$ cat src/rtl/display_mux_scan.sv
// Priority-selected, held display value driving a time-multiplexed active-low
// 7-segment hex display with optional leading-zero blanking.
module display_mux_scan #(
   parameter int DATA_W   = 16,
   parameter int NUM_SRC  = 2,
   parameter int SCAN_DIV = 100000,
   parameter int BLANK_LZ = 1
) (
   input  logic                                        clk,
   input  logic                                        rst,
   input  logic [NUM_SRC-1:0]                          src_valid,
   input  logic [NUM_SRC*DATA_W-1:0]                   src_data,
   input  logic                                        freeze,
   output logic [DATA_W-1:0]                           disp_value,
   output logic [(NUM_SRC > 1 ? $clog2(NUM_SRC) : 1)-1:0] disp_src,
   output logic                                        updated,
   output logic [6:0]                                  seg,
   output logic [DATA_W/4-1:0]                         an
);

   localparam int DIGITS = DATA_W / 4;
   localparam int SRC_W  = (NUM_SRC > 1) ? $clog2(NUM_SRC) : 1;
   localparam int CNT_W  = (SCAN_DIV > 1) ? $clog2(SCAN_DIV) : 1;
   localparam int DIG_W  = (DIGITS > 1) ? $clog2(DIGITS) : 1;

   logic [DATA_W-1:0] r_value;
   logic [SRC_W-1:0]  r_src;
   logic              r_updated;
   logic [CNT_W-1:0]  r_div_cnt;
   logic [DIG_W-1:0]  r_dig_idx;
   logic [6:0]        r_seg;
   logic [DIGITS-1:0] r_an;

   logic              w_hit;
   logic [SRC_W-1:0]  w_sel;
   logic [DATA_W-1:0] w_sel_data;
   logic [DATA_W-1:0] w_upper;
   logic [3:0]        w_nib;
   logic              w_blank;
   logic              w_div_wrap;

   function automatic logic [6:0] f_hex7(input logic [3:0] n);
      logic [6:0] s;
      case (n)
         4'h0: s = 7'h40;
         4'h1: s = 7'h79;
         4'h2: s = 7'h24;
         4'h3: s = 7'h30;
         4'h4: s = 7'h19;
         4'h5: s = 7'h12;
         4'h6: s = 7'h02;
         4'h7: s = 7'h78;
         4'h8: s = 7'h00;
         4'h9: s = 7'h10;
         4'hA: s = 7'h08;
         4'hB: s = 7'h03;
         4'hC: s = 7'h46;
         4'hD: s = 7'h21;
         4'hE: s = 7'h06;
         default: s = 7'h0E;
      endcase
      return s;
   endfunction

   // Lowest valid index wins; higher-index requests in the same cycle are dropped.
   always_comb begin
      w_hit      = 1'b0;
      w_sel      = '0;
      w_sel_data = '0;
      for (int unsigned i = 0; i < NUM_SRC; i++) begin
         if (src_valid[i] && !w_hit) begin
            w_hit      = 1'b1;
            w_sel      = SRC_W'(i);
            w_sel_data = src_data[i*DATA_W +: DATA_W];
         end
      end
   end

   always_ff @(posedge clk or posedge rst) begin
      if (rst) begin
         r_value   <= '0;
         r_src     <= '0;
         r_updated <= 1'b0;
      end else if (!freeze && w_hit) begin
         r_value   <= w_sel_data;
         r_src     <= w_sel;
         r_updated <= 1'b1;
      end else begin
         r_updated <= 1'b0;
      end
   end

   assign w_div_wrap = (r_div_cnt == CNT_W'(SCAN_DIV - 1));

   always_ff @(posedge clk or posedge rst) begin
      if (rst) begin
         r_div_cnt <= '0;
         r_dig_idx <= '0;
      end else if (w_div_wrap) begin
         r_div_cnt <= '0;
         r_dig_idx <= (r_dig_idx == DIG_W'(DIGITS - 1)) ? '0 : r_dig_idx + 1'b1;
      end else begin
         r_div_cnt <= r_div_cnt + 1'b1;
      end
   end

   // Shifting the current digit down to bit 0 gives both its nibble and whether
   // every nibble from here upward is zero.
   always_comb begin
      w_upper = r_value >> {r_dig_idx, 2'b00};
      w_nib   = w_upper[3:0];
      w_blank = (BLANK_LZ != 0) && (r_dig_idx != '0) && (w_upper == '0);
   end

   always_ff @(posedge clk or posedge rst) begin
      if (rst) begin
         r_seg <= '1;
         r_an  <= '1;
      end else begin
         r_an  <= ~(DIGITS'(1) << r_dig_idx);
         r_seg <= w_blank ? 7'h7F : f_hex7(w_nib);
      end
   end

   assign disp_value = r_value;
   assign disp_src   = r_src;
   assign updated    = r_updated;
   assign seg        = r_seg;
   assign an         = r_an;

endmodule

$ cat config.mk
export PLATFORM = sky130hd
export DESIGN_NAME = display_mux_scan
export DESIGN_NICKNAME = d
export VERILOG_FILES = /design/src/rtl/display_mux_scan.sv
export SDC_FILE = /design/constraint.sdc
export NUM_CORES = 1
export LEC_CHECK = 0
export BUFFER_PORTS_ARGS = -buffer_cell sky130_fd_sc_hd__buf_2
export CORE_MARGIN = 5
export CORE_UTILIZATION = 25
export DETAILED_ROUTE_END_ITERATION = 6
export PLACE_DENSITY_LB_ADDON = 0.15
export SYNTH_ARGS = -nofsm -noshare
export SYNTH_HDL_FRONTEND = slang
export SYNTH_SLANG_ARGS = --single-unit
$ cat constraint.sdc
create_clock -name clk -period 4.3 [get_ports clk]
set_clock_uncertainty 0.1 [all_clocks]
set_input_delay 0.215 -clock clk [delete_from_list [all_inputs] [get_ports clk]]
set_output_delay 0.215 -clock clk [all_outputs]
set_load 0.02 [all_outputs]
; ---- Yosys cells after proc, flatten, opt, wreduce, memory -nomap -nowiden
; Memories as Yosys holds them, arrays and structs flattened.
; Index checks and enable logic that the tools add are counted.
[totals]
register_bits = 48
romBits = 112
inputBits = 37
out_inout_bits = 29
memories = 1
[classes]
addsub = 2
eq_ne = 2
shift = 2
muxes = 9
n_bitwise = 1
n_reduce_logical = 7
[memory_table]
columns = memory, depth, word_bits, rd, rd_ports_with_merged_regs, write_ports, line
row1 = (name not given), 16, 7, 1, 0, 0, 44  ; case (n)
[ops]
columns = operator, count
row1 = 16-bit two-way mux, 2
row2 = 17-bit by 1-bit adder with 17-bit output (second input constant), 1
row3 = 17-bit equality test (second input constant), 1
row4 = 17-bit two-way mux, 1
row5 = 16-bit zero test, 1
row6 = 16-bit by 4-bit >> shifter with 16-bit output, 1
row7 = 7-bit two-way mux, 1
row8 = 1-bit two-way mux, 4
row9 = 4-bit inverter, 1
row10 = 1-bit by 2-bit << shifter with 4-bit output (first input constant), 1
row11 = 1-bit logical AND, 3
row12 = 2-bit by 1-bit adder with 2-bit output (second input constant), 1
row13 = 2-bit equality test (second input constant), 1
row14 = 1-bit zero test, 2
row15 = 2-bit two-way mux, 1
row16 = 2-bit nonzero test, 1

; ---- Longest topological paths before layout
; Gate-level depths: netlist of run 1.
[depth]
depth_word = 6
ltp_mapped = 8

; ---- Worst setup path after synthesis of run 1
; No wires, ideal clock.
[synth_timing]
path_type = register -> register
from = reg r_dig_idx[0]
to = reg r_seg[0] (netlist: seg[0])
setup_time_ps = 84
t_arrival_ps = 2187
required_time_ps = 4116
setup_slack_ps = 1929
path_stages_with_launch = 9
synth_period_minus_slack_ps = 2371
cell_sequence = dfrtp_1 -> buf_6 -> mux4_2 -> inv_1 -> ha_1 -> inv_1 -> or4_1 -> a211o_1 -> o2111ai_1
[synth_via]
elab_chain_len = 4
[synth_lines]
columns = element, line
row1 = from (decl), 30  ; logic [DIG_W-1:0] r_dig_idx;
row2 = from (signal assigned), 101  ; r_dig_idx <= (r_dig_idx == DIG_W'(DIGITS - 1)) ? '0 : r_dig_idx + 1'b1;
row3 = "parallel branches: the longest is 3 deep, another holds memory 16 x 7 bit", n/a
row4 = 7-bit two-way mux *, 121  ; r_seg <= w_blank ? 7'h7F : f_hex7(w_nib);
row5 = to (signal assigned), 121
row6 = to (decl), 31  ; logic [6:0] r_seg;
; Mark *: on every way between the ends.
; A chain may end at the register's enable or synchronous reset.

; ---- Final worst setup path of run 1
[layout_timing]
from = reg r_dig_idx[0]
to = reg r_seg[2] (netlist: seg[2])
; The elaborated chain is that of the path after synthesis.

==> results of run 1 <==
cells in the mapped netlist, types with 3 or more instances:
cell type and instances:
nand3_1 10, or3_1 3, xnor2_1 14, dfstp_2 11, nor3_1 3, mux4_2 5, xor2_1 3, inv_1 12
nand2_1 27, nand4_1 4, a21oi_1 7, ha_1 11, a22oi_1 16, clkbuf_1 7, o221ai_1 3, and4_1 3
o21ai_0 20, nor4_1 3, nor2_1 7, dfrtp_1 37
critical path, delay by kind of cell (launching register included):
kind                     cells  cell delay, ns
AO/OA/AOI/OAI                2            0.49
adder cells (fa/ha/maj)      1            0.16
buffers and inverters        2            0.21
flip-flops                   1            0.58
multiplexers                 1            0.63
AND/OR/NAND/NOR              1            0.40
cell families after synthesis:
logic type / after synthesis
compound gates: 52
xor+xnor: 17
fa+ha+maj: 11
buf+inv: 24
flops: 48
mux: 7
simple gates: 77
worst paths after layout:
kind | from | endpoint | slack, ns
worst max-delay path | r_dig_idx[0]$_DFFE_PP0N_ | seg[2]$_DFF_PP1_ | 1.64
worst min-delay path | rst | updated$_DFF_PP0_ | 0.05
worst max register to register | r_dig_idx[0]$_DFFE_PP0N_ | seg[2]$_DFF_PP1_ | 1.64
worst min register to register | r_div_cnt[0]$_DFF_PP0_ | r_div_cnt[0]$_DFF_PP0_ | 0.40
max in group asynchronous | rst | r_dig_idx[1]$_DFFE_PP0N_ | 3.43
min in group clk | src_data[24] | disp_value[8]$_DFFE_PP0P_ | 0.11
cells in the final DEF (no fill, tap or decap), drive strengths merged, types with 2 or more instances in the layout:
master,count
inv,12
nand3,10
xnor2,14
nand4,4
or3,3
buf,66
and2,2
or2,3
clkbuf,6
nor2,8
dfrtp,37
nor4,3
nand2,27
xor2,3
dfstp,11
nand2b,2
ha,11
nor4b,2
o21ai,22
and3,2
a22oi,16
nand3b,2
o221ai,3
and4,3
nor3,3
mux4,5
a21oi,7
layout make-up:
class                   count  area, µm²
clock buffers               6       72.6
clock inverters             2       35.0
fillers                  1028       6670
inverters                  12       45.0
multi-input cells         164       1140
flip-flops and latches     48       1210
well taps                 133        166
repair buffers             66        333
per-layer routing:
layer | wire [µm] | share of wire | vias up | global-route usage
li1 | - | - | 961 | -
met1 | 2960 | 0.50 | 905 | 0.150
met2 | 2570 | 0.43 | 47 | 0.151
met3 | 327 | 0.055 | 5 | 0.0276
met4 | 63 | 0.011 | 0 | 0.0321
met5 | 0 | 0 | - | 0
registers in the layout, summed over array words and instances, names as in the netlist:
| signal | cells |
|---|---|
| an | 4 |
| disp_value | 16 |
| seg | 7 |
| r_dig_idx | 2 |
| disp_src | 1 |
| r_div_cnt | 17 |
| updated | 1 |
metrics by stage:
step	total power [mW]	util	area (µm²)	hold slack (ns)	cells
6_report	1.06	0.311	3010	0.0510	431
5_1_grt	1.12	0.311	3010	0.118	431
4_1_cts	1.08	0.311	3010	0.0952	431
3_5_place_dp	0.748	0.300	2900	0.386	423
3_3_place_gp	0.749	0.300	2900	0.383	423
2_1_floorplan	0.667	-	2470	0.225	236
power by group:
group	internal (mW)	total, mW	switching (mW)
combinational	0.0839	0.209	0.126
clock	0.173	0.322	0.149
sequential	0.494	0.525	0.0306
total	0.751	1.06	0.306
==> summary.txt, run 1 <==
Setup path
  • Reg2Reg Depth: 7
  • Slowest-stage cell, CP: mux4_2
  • Worst setup EP type: flop
  • Startpoint Class: flop
  • Crit-path max FO: 8
  • Critical Path AT: 2.78 ns
  • CP peak stage delay: 0.63 ns
  • CP most frequent cell: inv_1
  • Critical Path RT: 4.41 ns
  • Cells along the critical path: mux4_2 > inv_1 > ha_1 > inv_1 > or4_1 > a211o_1 > o221ai_1
  • Kind of critical path: reg -> reg

Timing
  • Fmax: 376 MHz
  • Slew HR: 0.322
  • Tightest Pin Transition: 1.01 ns
  • Final Hold Vio Count: 0
  • Setup TNS: 0 ns
  • Final setup fails: 0
  • Final cycle utilization of the critical path: 0.619
  • Slew Viols, Final: 0
  • Post-route minimum period: 2.66 ns
  • RSZ-0062 raised after global routing: no
  • Worst setup margin: 1.64 ns

Drt
  • Post-route ant nets: 0
  • Starting DRT DRC Count: 63
  • Post-Route WL: 5920 µm
  • Routed via count: 1918
  • Via density: 4.45
  • Drt first pass iters: 4
  • Drt wl/cell: 13.7 µm
  • DR DRC count: 0

Floorplanning
  • Full die area: 12000 µm²
  • # rows: 36
  • Starting density of the core: 0.255
  • Area of the core: 9680 µm²
  • Io pins: 66
  • Die extent in y: 109 µm
  • Die Wd: 109 µm

Global routing
  • First-pass GRT wire length: 9870 µm
  • Grt total ovfl: 0
  • Antenna violations before repair: 0
  • Vias in the first global route: 1953
  • GRT Overall Usage: 0.104
  • Largest net degree at the start of global routing: 49

Synth
  • Main combinational cell family by area after synthesis: simple AND/OR/NAND/NOR gates
  • Mapped Area: 2470 µm²
  • Largest cells by area after synthesis: dfrtp_1 (38%), dfstp_2 (12%), ha_1 (5.6%), xnor2_1 (5.0%), a22oi_1 (4.9%)
  • Yosys top cell area share: 0.375
  • Synthesized area per cell: 10.5 µm²
  • Compound-cell area share of the yosys netlist: 0.131
  • Post-Syn Instances: 236
  • Count of cell types in the netlist: 42
  • Number of synthesized flops with an enable pin: 0
  • Seq/Total Area, Yosys: 0.492
  • Synth Area in Simple Gates: 0.162
  • Area leader, netlist: dfrtp_1
  • Register bit total from synthesis: 48
  • Syn nets: 284
  • Synthesis Warnings: 0
  • Synth Area in XOR/XNOR: 0.0603
  • Ys async rst share: 1.00
  • Main synth FF type: dfrtp_1
  • Synth Area in Adders: 0.0558
  • Mux contribution to synthesized area: 0.0543

Placed design
  • GPL Wtd Cong: 0.765
  • HPWL Detailed: 4450 µm
  • Post-place setup slack: 1.65 ns
  • # port buffers: 65

Clocking
  • CTS resizes: 0
  • Skew-Pair Late Insertion Delay: 0.29 ns
  • Num CTS Buffers: 5
  • Worst-path clk slew: 0.09 ns
  • Post-CTS Hold Buffers: 0
  • Max clock buf depth: 2
  • Clock sinks: 48
  • Postcts setup bufs: 0
  • CTS Root Cell: clkbuf_8
  • CTS H-Tree Depth: 2
  • CTS tree: yes

Outcome
  • Outcome: finished, final reports clean

Final layout
  • Syn-to-layout area delta: 22.1%
  • Antenna Cells: 0
  • Layout cell share with drive strength beyond 1: 0.315
  • Final Net Count: 345

Job
  • Max cap viols: 0

Hold path
  • Hold crit path type: in -> async

Power and ir drop
  • Lkg Pwr: 1.33 nW
  • PwrDens: 351 nW/µm²
  • Worst VDD drop: 0.118 mV
Note: power is estimated with default switching activity, not from simulation.
==> run 2, diff against run 1 <==
--- a/config.mk
+++ b/config.mk
@@ -5,6 +5,7 @@
 export SDC_FILE = /design/constraint.sdc
 export NUM_CORES = 1
 export LEC_CHECK = 0
+export ABC_AREA = 1
 export BUFFER_PORTS_ARGS = -buffer_cell sky130_fd_sc_hd__buf_2
 export CORE_MARGIN = 5
 export CORE_UTILIZATION = 25
==> constraint.sdc (replaced) <==
create_clock -name clk -period 2.5 [get_ports clk]
set_clock_uncertainty 0.1 [all_clocks]
set_input_delay 0.125 -clock clk [delete_from_list [all_inputs] [get_ports clk]]
set_output_delay 0.125 -clock clk [all_outputs]
set_load 0.02 [all_outputs]
==> run 2 against run 1 <==
Net effect:
- combinational power increased by 110%
- die area increased by 11%
- first-iteration DRC count rose by 49%
- sequential share of layout area shrank 5.9 points
- critical endpoint is now seg[6]$_DFF_PP1_
- highest routed layer unchanged
- final area up 17%
- largest power group unchanged
- worst hold slack worse by 0.035 ns
- critical path type unchanged
- via count rose by 31%
==> summary.txt, run 2 <==
Final layout
  • Fin util: 0.325
  • Reg area: 1210 µm²
  • Final Net Count: 479
  • Commonest non-fill, non-tap cells in the layout: nand2_1 (65), buf_2 (65), nand3_1 (53)
  • Layout cell share with drive strength beyond 1: 0.278
  • Antenna Cells: 0
  • Max reg flops: 17
  • Multi-input logic area: 1310 µm²
  • Largest Register: r_div_cnt
  • Syn-to-layout area delta: 27.2%
  • # fillers: 1194

Timing
  • Post-route minimum period: 2.13 ns
  • Final Hold Vio Count: 0
  • Tightest Pin Transition: 0.861 ns
  • Fmax: 470 MHz
  • Slew HR: 0.425
  • Final setup fails: 0
  • Final cycle utilization of the critical path: 0.851
  • RSZ-0062 raised after global routing: no
  • Setup TNS: 0 ns
  • Slew Viols, Final: 0

Clocking
  • Clock sinks: 48
  • CTS Root Cell: clkbuf_8
  • Skew-Pair Late Insertion Delay: 0.30 ns
  • Postcts setup bufs: 0
  • CTS H-Tree Depth: 2
  • Post-CTS Hold Buffers: 22
  • Max clock buf depth: 2
  • CTS resizes: 0
  • Num CTS Buffers: 5
  • Worst-path clk slew: 0.09 ns
  • CTS tree: yes

Setup path
  • Crit path from: r_dig_idx[0]$_DFFE_PP0N_
  • Critical Path RT: 2.63 ns
  • Startpoint Class: flop
  • Crit-path max FO: 13
  • Worst setup EP type: flop
  • Reg2reg setup slack: 0.37 ns
  • Critical Path AT: 2.26 ns
  • RR Startpoint: r_dig_idx[0]$_DFFE_PP0N_
  • Kind of critical path: reg -> reg

Global routing
  • Largest net degree at the start of global routing: 41
  • First-pass GRT wire length: 12600 µm
  • Grt total ovfl: 0
  • GRT Overall Usage: 0.115
  • Antenna violations before repair: 0
  • Vias in the first global route: 2614

Synth
  • Number of synthesized flops with an enable pin: 0
  • Synthesis Warnings: 0
  • Area leader, netlist: dfrtp_1
  • Main synth FF type: dfrtp_1
  • Mapped Area: 2770 µm²
  • Seq/Total Area, Yosys: 0.438
  • Compound-cell area share of the yosys netlist: 0.0673
  • Register bit total from synthesis: 48
  • Mux contribution to synthesized area: 0
  • Synth Area in Adders: 0.0497
  • Largest cells by area after synthesis: dfrtp_1 (33%), dfstp_2 (10%), nand3_1 (9.6%), nand2_1 (8.8%), inv_1 (5.3%)
  • Count of cell types in the netlist: 31
  • Top-count cell post-synth: nand2_1
  • Synth Area in Simple Gates: 0.335
  • Syn nets: 394
  • Ys async rst share: 1.00
  • Synthesized area per cell: 8.01 µm²
  • Yosys top cell area share: 0.334
  • Post-Syn Instances: 346
  • Main combinational cell family by area after synthesis: simple AND/OR/NAND/NOR gates
  • Synth Area in XOR/XNOR: 0.0221
  • Synth cell count leaders: nand2_1 (65), nand3_1 (53), inv_1 (39)

Floorplanning
  • Io pins: 66
  • Starting density of the core: 0.256
  • Die extent in y: 115 µm
  • Area of the core: 10800 µm²
  • Die Wd: 115 µm
  • Full die area: 13300 µm²
  • # rows: 38

Drt
  • Drt first pass iters: 5
  • Post-Route WL: 7160 µm
  • Post-route ant nets: 0
  • Via density: 4.38
  • DR DRC count: 0
  • Routed via count: 2505
  • Starting DRT DRC Count: 94
  • Drt wl/cell: 12.5 µm

Power and ir drop
  • Worst VDD drop: 0.220 mV
  • Lkg Pwr: 1.76 nW
  • PwrDens: 512 nW/µm²

Placed design
  • HPWL Detailed: 5470 µm
  • # port buffers: 65
  • GPL Wtd Cong: 0.805

Hold path
  • Hold path start: src_data[11]
  • Hold crit path type: in -> reg

Outcome
  • Outcome: finished, final reports clean

Job
  • Max cap viols: 0
==> run 2: changes by cell type after synthesis, moves of 10 or more <==
cell	change
a22oi_1	-11
o21ai_0	-17
xnor2_1	-12
nand3_1	+43
nand2_1	+38
nand4_1	+12
nand2_2	+10
inv_1	+27
nor2_1	+22
==> run 2: stage by stage <==
stage	instances	area [µm²]	setup WS, ns	power, mW	hold WS (ns)
6_report	572	3530	0.374	1.81	0.0158
5_1_grt	572	3530	0.170	1.94	0.0290
4_1_cts	572	3530	0.395	1.85	0.00145
3_5_place_dp	542	3220	0.408	1.33	0.270
3_3_place_gp	542	3220	0.502	1.33	0.267
2_1_floorplan	346	2770	0.836	1.18	0.183
==> run 2: power breakdown <==
group | switching (mW) | internal [mW]
Sequential | 0.0469 | 0.854
Combinational | 0.273 | 0.169
Clock | 0.267 | 0.196
Total | 0.587 | 1.22
==> run 2: final cells by class <==
type	count	share of cell area
Clock buffer	6	0.0206
Clock inverter	2	0.00355
Inverter	48	0.0522
Multi-Input combinational cell	240	0.373
Sequential cell	48	0.345
Tap cell	140	0.0497
Timing Repair Buffer	88	0.157
==> run 2: worst paths after layout <==
path | endpoint | cells after the start
max | seg[6]$_DFF_PP1_ | 10
min reg2reg | disp_src$_DFFE_PP0P_ | 2
max in group asynchronous | seg[2]$_DFF_PP1_ | 4
max reg2reg | seg[6]$_DFF_PP1_ | 10
min in group asynchronous | r_div_cnt[8]$_DFF_PP0_ | 3
min | disp_value[11]$_DFFE_PP0P_ | 3
==> run 2: critical path, cell delays in order, from the launching register on <==
cell	delay, ns
dfrtp_1	0.62
inv_2	0.21
nand2_1	0.11
nand2_1	0.08
o21ai_2	0.25
inv_1	0.13
ha_1	0.22
nand3_1	0.14
nand3_1	0.09
nand2_1	0.08
nand2_1	0.05
==> run 2: kinds of logic (layout without fill, tap and decap cells) <==
group / Yosys count / after routing
simple gates: 191 / 191
flops: 48 / 48
buf+inv: 58 / 144
fa+ha+maj: 11 / 11
xor+xnor: 7 / 7
compound gates: 31 / 31
==> run 2: routing by layer <==
layer,track usage,up-vias,part of all wire
li1,-,1302,-
met1,0.169,1142,0.51
met2,0.171,59,0.43
met3,0.0300,2,0.059
met4,0.0243,0,0.0056
met5,0,-,0
==> run 3, diff against run 2 <==
--- a/config.mk
+++ b/config.mk
@@ -10,7 +10,7 @@
 export CORE_MARGIN = 5
 export CORE_UTILIZATION = 25
 export DETAILED_ROUTE_END_ITERATION = 6
-export PLACE_DENSITY_LB_ADDON = 0.15
+export PLACE_DENSITY_LB_ADDON = 0.1
 export SYNTH_ARGS = -nofsm -noshare
 export SYNTH_HDL_FRONTEND = slang
 export SYNTH_SLANG_ARGS = --single-unit
==> constraint.sdc (replaced) <==
create_clock -name clk -period 2.75 [get_ports clk]
set_clock_uncertainty 0.1 [all_clocks]
set_input_delay 0.1375 -clock clk [delete_from_list [all_inputs] [get_ports clk]]
set_output_delay 0.1375 -clock clk [all_outputs]
set_load 0.02 [all_outputs]
==> run 3 against run 2 <==
Net effect:
- count of clock-buffer cells in the layout stayed put
- sequential share of layout area is 0.50 points higher
- via count is 1.0% lower
- register-to-register slack better by 0.24 ns
- worst hold slack worse by 0.0023 ns
- sequential cell count stayed put
- clock power is 2% lower
- setup slack better by 0.24 ns
- sequential power is 9.1% lower
- critical path depth stayed put
- global-route usage hardly changed
- critical path type unchanged
- largest power group unchanged
==> summary.txt, run 3 (synthesis results as in run 2) <==
Drt
  • DR DRC count: 0
  • Starting DRT DRC Count: 89
  • Post-Route WL: 7200 µm
  • Drt first pass iters: 4
  • Drt wl/cell: 12.7 µm
  • Routed via count: 2479
  • Via density: 4.38
  • Post-route ant nets: 0

Power and ir drop
  • Worst VDD drop: 0.208 mV
  • Total Power: 1.66 mW
  • Lkg Pwr: 1.74 nW
  • PwrDens: 477 nW/µm²

Final layout
  • Largest Register: r_div_cnt
  • Syn-to-layout area delta: 25.4%
  • Antenna Cells: 0
  • Final non-filler cell total: 566
  • Fin util: 0.321
  • Commonest non-fill, non-tap cells in the layout: nand2_1 (65), buf_2 (65), nand3_1 (53)
  • Max reg flops: 17
  • Final Net Count: 473
  • Layout cell share with drive strength beyond 1: 0.286

Clocking
  • Worst-path clk slew: 0.09 ns
  • Postcts setup bufs: 0
  • Max clock buf depth: 2
  • Skew-Pair Late Insertion Delay: 0.30 ns
  • Num CTS Buffers: 5
  • CTS H-Tree Depth: 2
  • CTS tree: yes
  • CTS Root Cell: clkbuf_8
  • Clock sinks: 48

Setup path
  • Slowest-stage cell, CP: dfrtp_1
  • Startpoint Class: flop
  • Reg2reg setup slack: 0.62 ns
  • Reg-to-Reg End: seg[5]$_DFF_PP1_
  • RR Startpoint: r_dig_idx[0]$_DFFE_PP0N_
  • Critical Path AT: 2.27 ns
  • CP peak stage delay: 0.62 ns
  • Reg2Reg Depth: 10
  • Critical Path RT: 2.89 ns
  • Worst setup EP type: flop
  • Kind of critical path: reg -> reg
  • Crit-path max FO: 13
  • Cells along the critical path: inv_2 > nand2_1 > nand2_1 > o21ai_2 > inv_1 > ha_1 > nand3_1 > nand3_1 > nand2_1 > nand2_1
  • CP most frequent cell: nand2_1

Timing
  • RSZ-0062 raised after global routing: no
  • Slew Viols, Final: 0
  • Tightest Pin Transition: 0.864 ns
  • Fmax: 469 MHz
  • Post-route minimum period: 2.13 ns
  • Final Hold Vio Count: 0
  • Final cycle utilization of the critical path: 0.776
  • Slew HR: 0.424
  • Worst setup margin: 0.616 ns
  • Final setup fails: 0
  • Setup TNS: 0 ns

Global routing
  • GRT Overall Usage: 0.115
  • Grt total ovfl: 0
  • Antenna violations before repair: 0
  • Vias in the first global route: 2506
  • First-pass GRT wire length: 12300 µm
  • Largest net degree at the start of global routing: 23

Job
  • Max cap viols: 0

Floorplanning
  • # rows: 38
  • Die extent in y: 115 µm
  • Full die area: 13300 µm²
  • Area of the core: 10800 µm²
  • Die Wd: 115 µm
  • Starting density of the core: 0.256
  • Io pins: 66

Placed design
  • Placed cells: 543
  • # port buffers: 65
  • Post-place setup slack: 0.618 ns
  • HPWL Detailed: 5790 µm
  • GPL Wtd Cong: 0.796

Hold path
  • Hold crit path type: in -> reg
  • Hold path depth: 3
  • Hold path start: src_data[28]
  • Hold endpoint: disp_value[12]$_DFFE_PP0P_

Outcome
  • Outcome: finished, final reports clean
-- run 3: cell count changes in the layout (fill, tap and decap cells not counted) --
cell / previous run / this run
buf_4: 1 / 2
clkbuf_1: 1 / 0
clkbuf_8: 5 / 6
clkinv_2: 2 / 1
clkinvlp_4: 1 / 2
dlygate4sd3_1: 22 / 15
-- run 3: stage by stage --
stage	area, µm²	hold WS (ns)
after floorplan	2770	0.195
after global placement	3230	0.0300
after detailed placement	3230	0.0314
after CTS	3470	0.000389
after global routing	3480	0.00470
final	3480	0.0135
-- run 3: how the worst max path moves through the flow --
stage | start | end | slack, ns | cells past startpoint
after global routing | r_dig_idx[0]$_DFFE_PP0N_ | seg[5]$_DFF_PP1_ | 0.33 | 10
after detailed placement | r_dig_idx[0]$_DFFE_PP0N_ | seg[5]$_DFF_PP1_ | 0.62 | 10
final | r_dig_idx[0]$_DFFE_PP0N_ | seg[5]$_DFF_PP1_ | 0.62 | 10
after CTS | r_dig_idx[0]$_DFFE_PP0N_ | seg[5]$_DFF_PP1_ | 0.60 | 10
after global placement | r_dig_idx[0]$_DFFE_PP0N_ | seg[6]$_DFF_PP1_ | 0.76 | 10
after floorplan | r_dig_idx[0]$_DFFE_PP0N_ | seg[5]$_DFF_PP1_ | 1.09 | 11
-- run 3: timing repair --
item	4_1_cts	5_1_grt
hold buffers	14	1
resized for setup	0	0
hold endpoints to repair	27	1
-- run 3: area by class of cell --
class	count	area [µm²]
multi-input combinational	240	1310
clock inverter	2	15.0
inverter	48	184
fill	1227	7360
clock buffer	6	82.6
timing repair buffer	82	490
tap	140	175
sequential	48	1210
-- run 3: report_power, final --
| group | leakage, nW | internal [mW] | switching [mW] | total, mW |
|---|---|---|---|---|
| Sequential | 0.581 | 0.777 | 0.0428 | 0.819 |
| Clock | 0.0434 | 0.204 | 0.248 | 0.452 |
| Combinational | 1.11 | 0.141 | 0.247 | 0.388 |
-- run 3: routing by layer --
layer / GRT usage / up-vias / wire (µm) / share of wire
met5: 0 / - / 0 / 0
met4: 0.0282 / 0 / 72 / 0.010
met3: 0.0289 / 5 / 369 / 0.051
met2: 0.174 / 60 / 3170 / 0.44
met1: 0.165 / 1132 / 3590 / 0.50
li1: - / 1282 / - / -
-- run 3: critical path: cells and delay by family, from the launching register on --
kind                       cells  cell delay, ns
adders and majority gates      1            0.22
AOI/OAI and AO/OA              1            0.26
buffers and inverters          2            0.35
DFF                            1            0.62
and+or+nand+nor                6            0.53
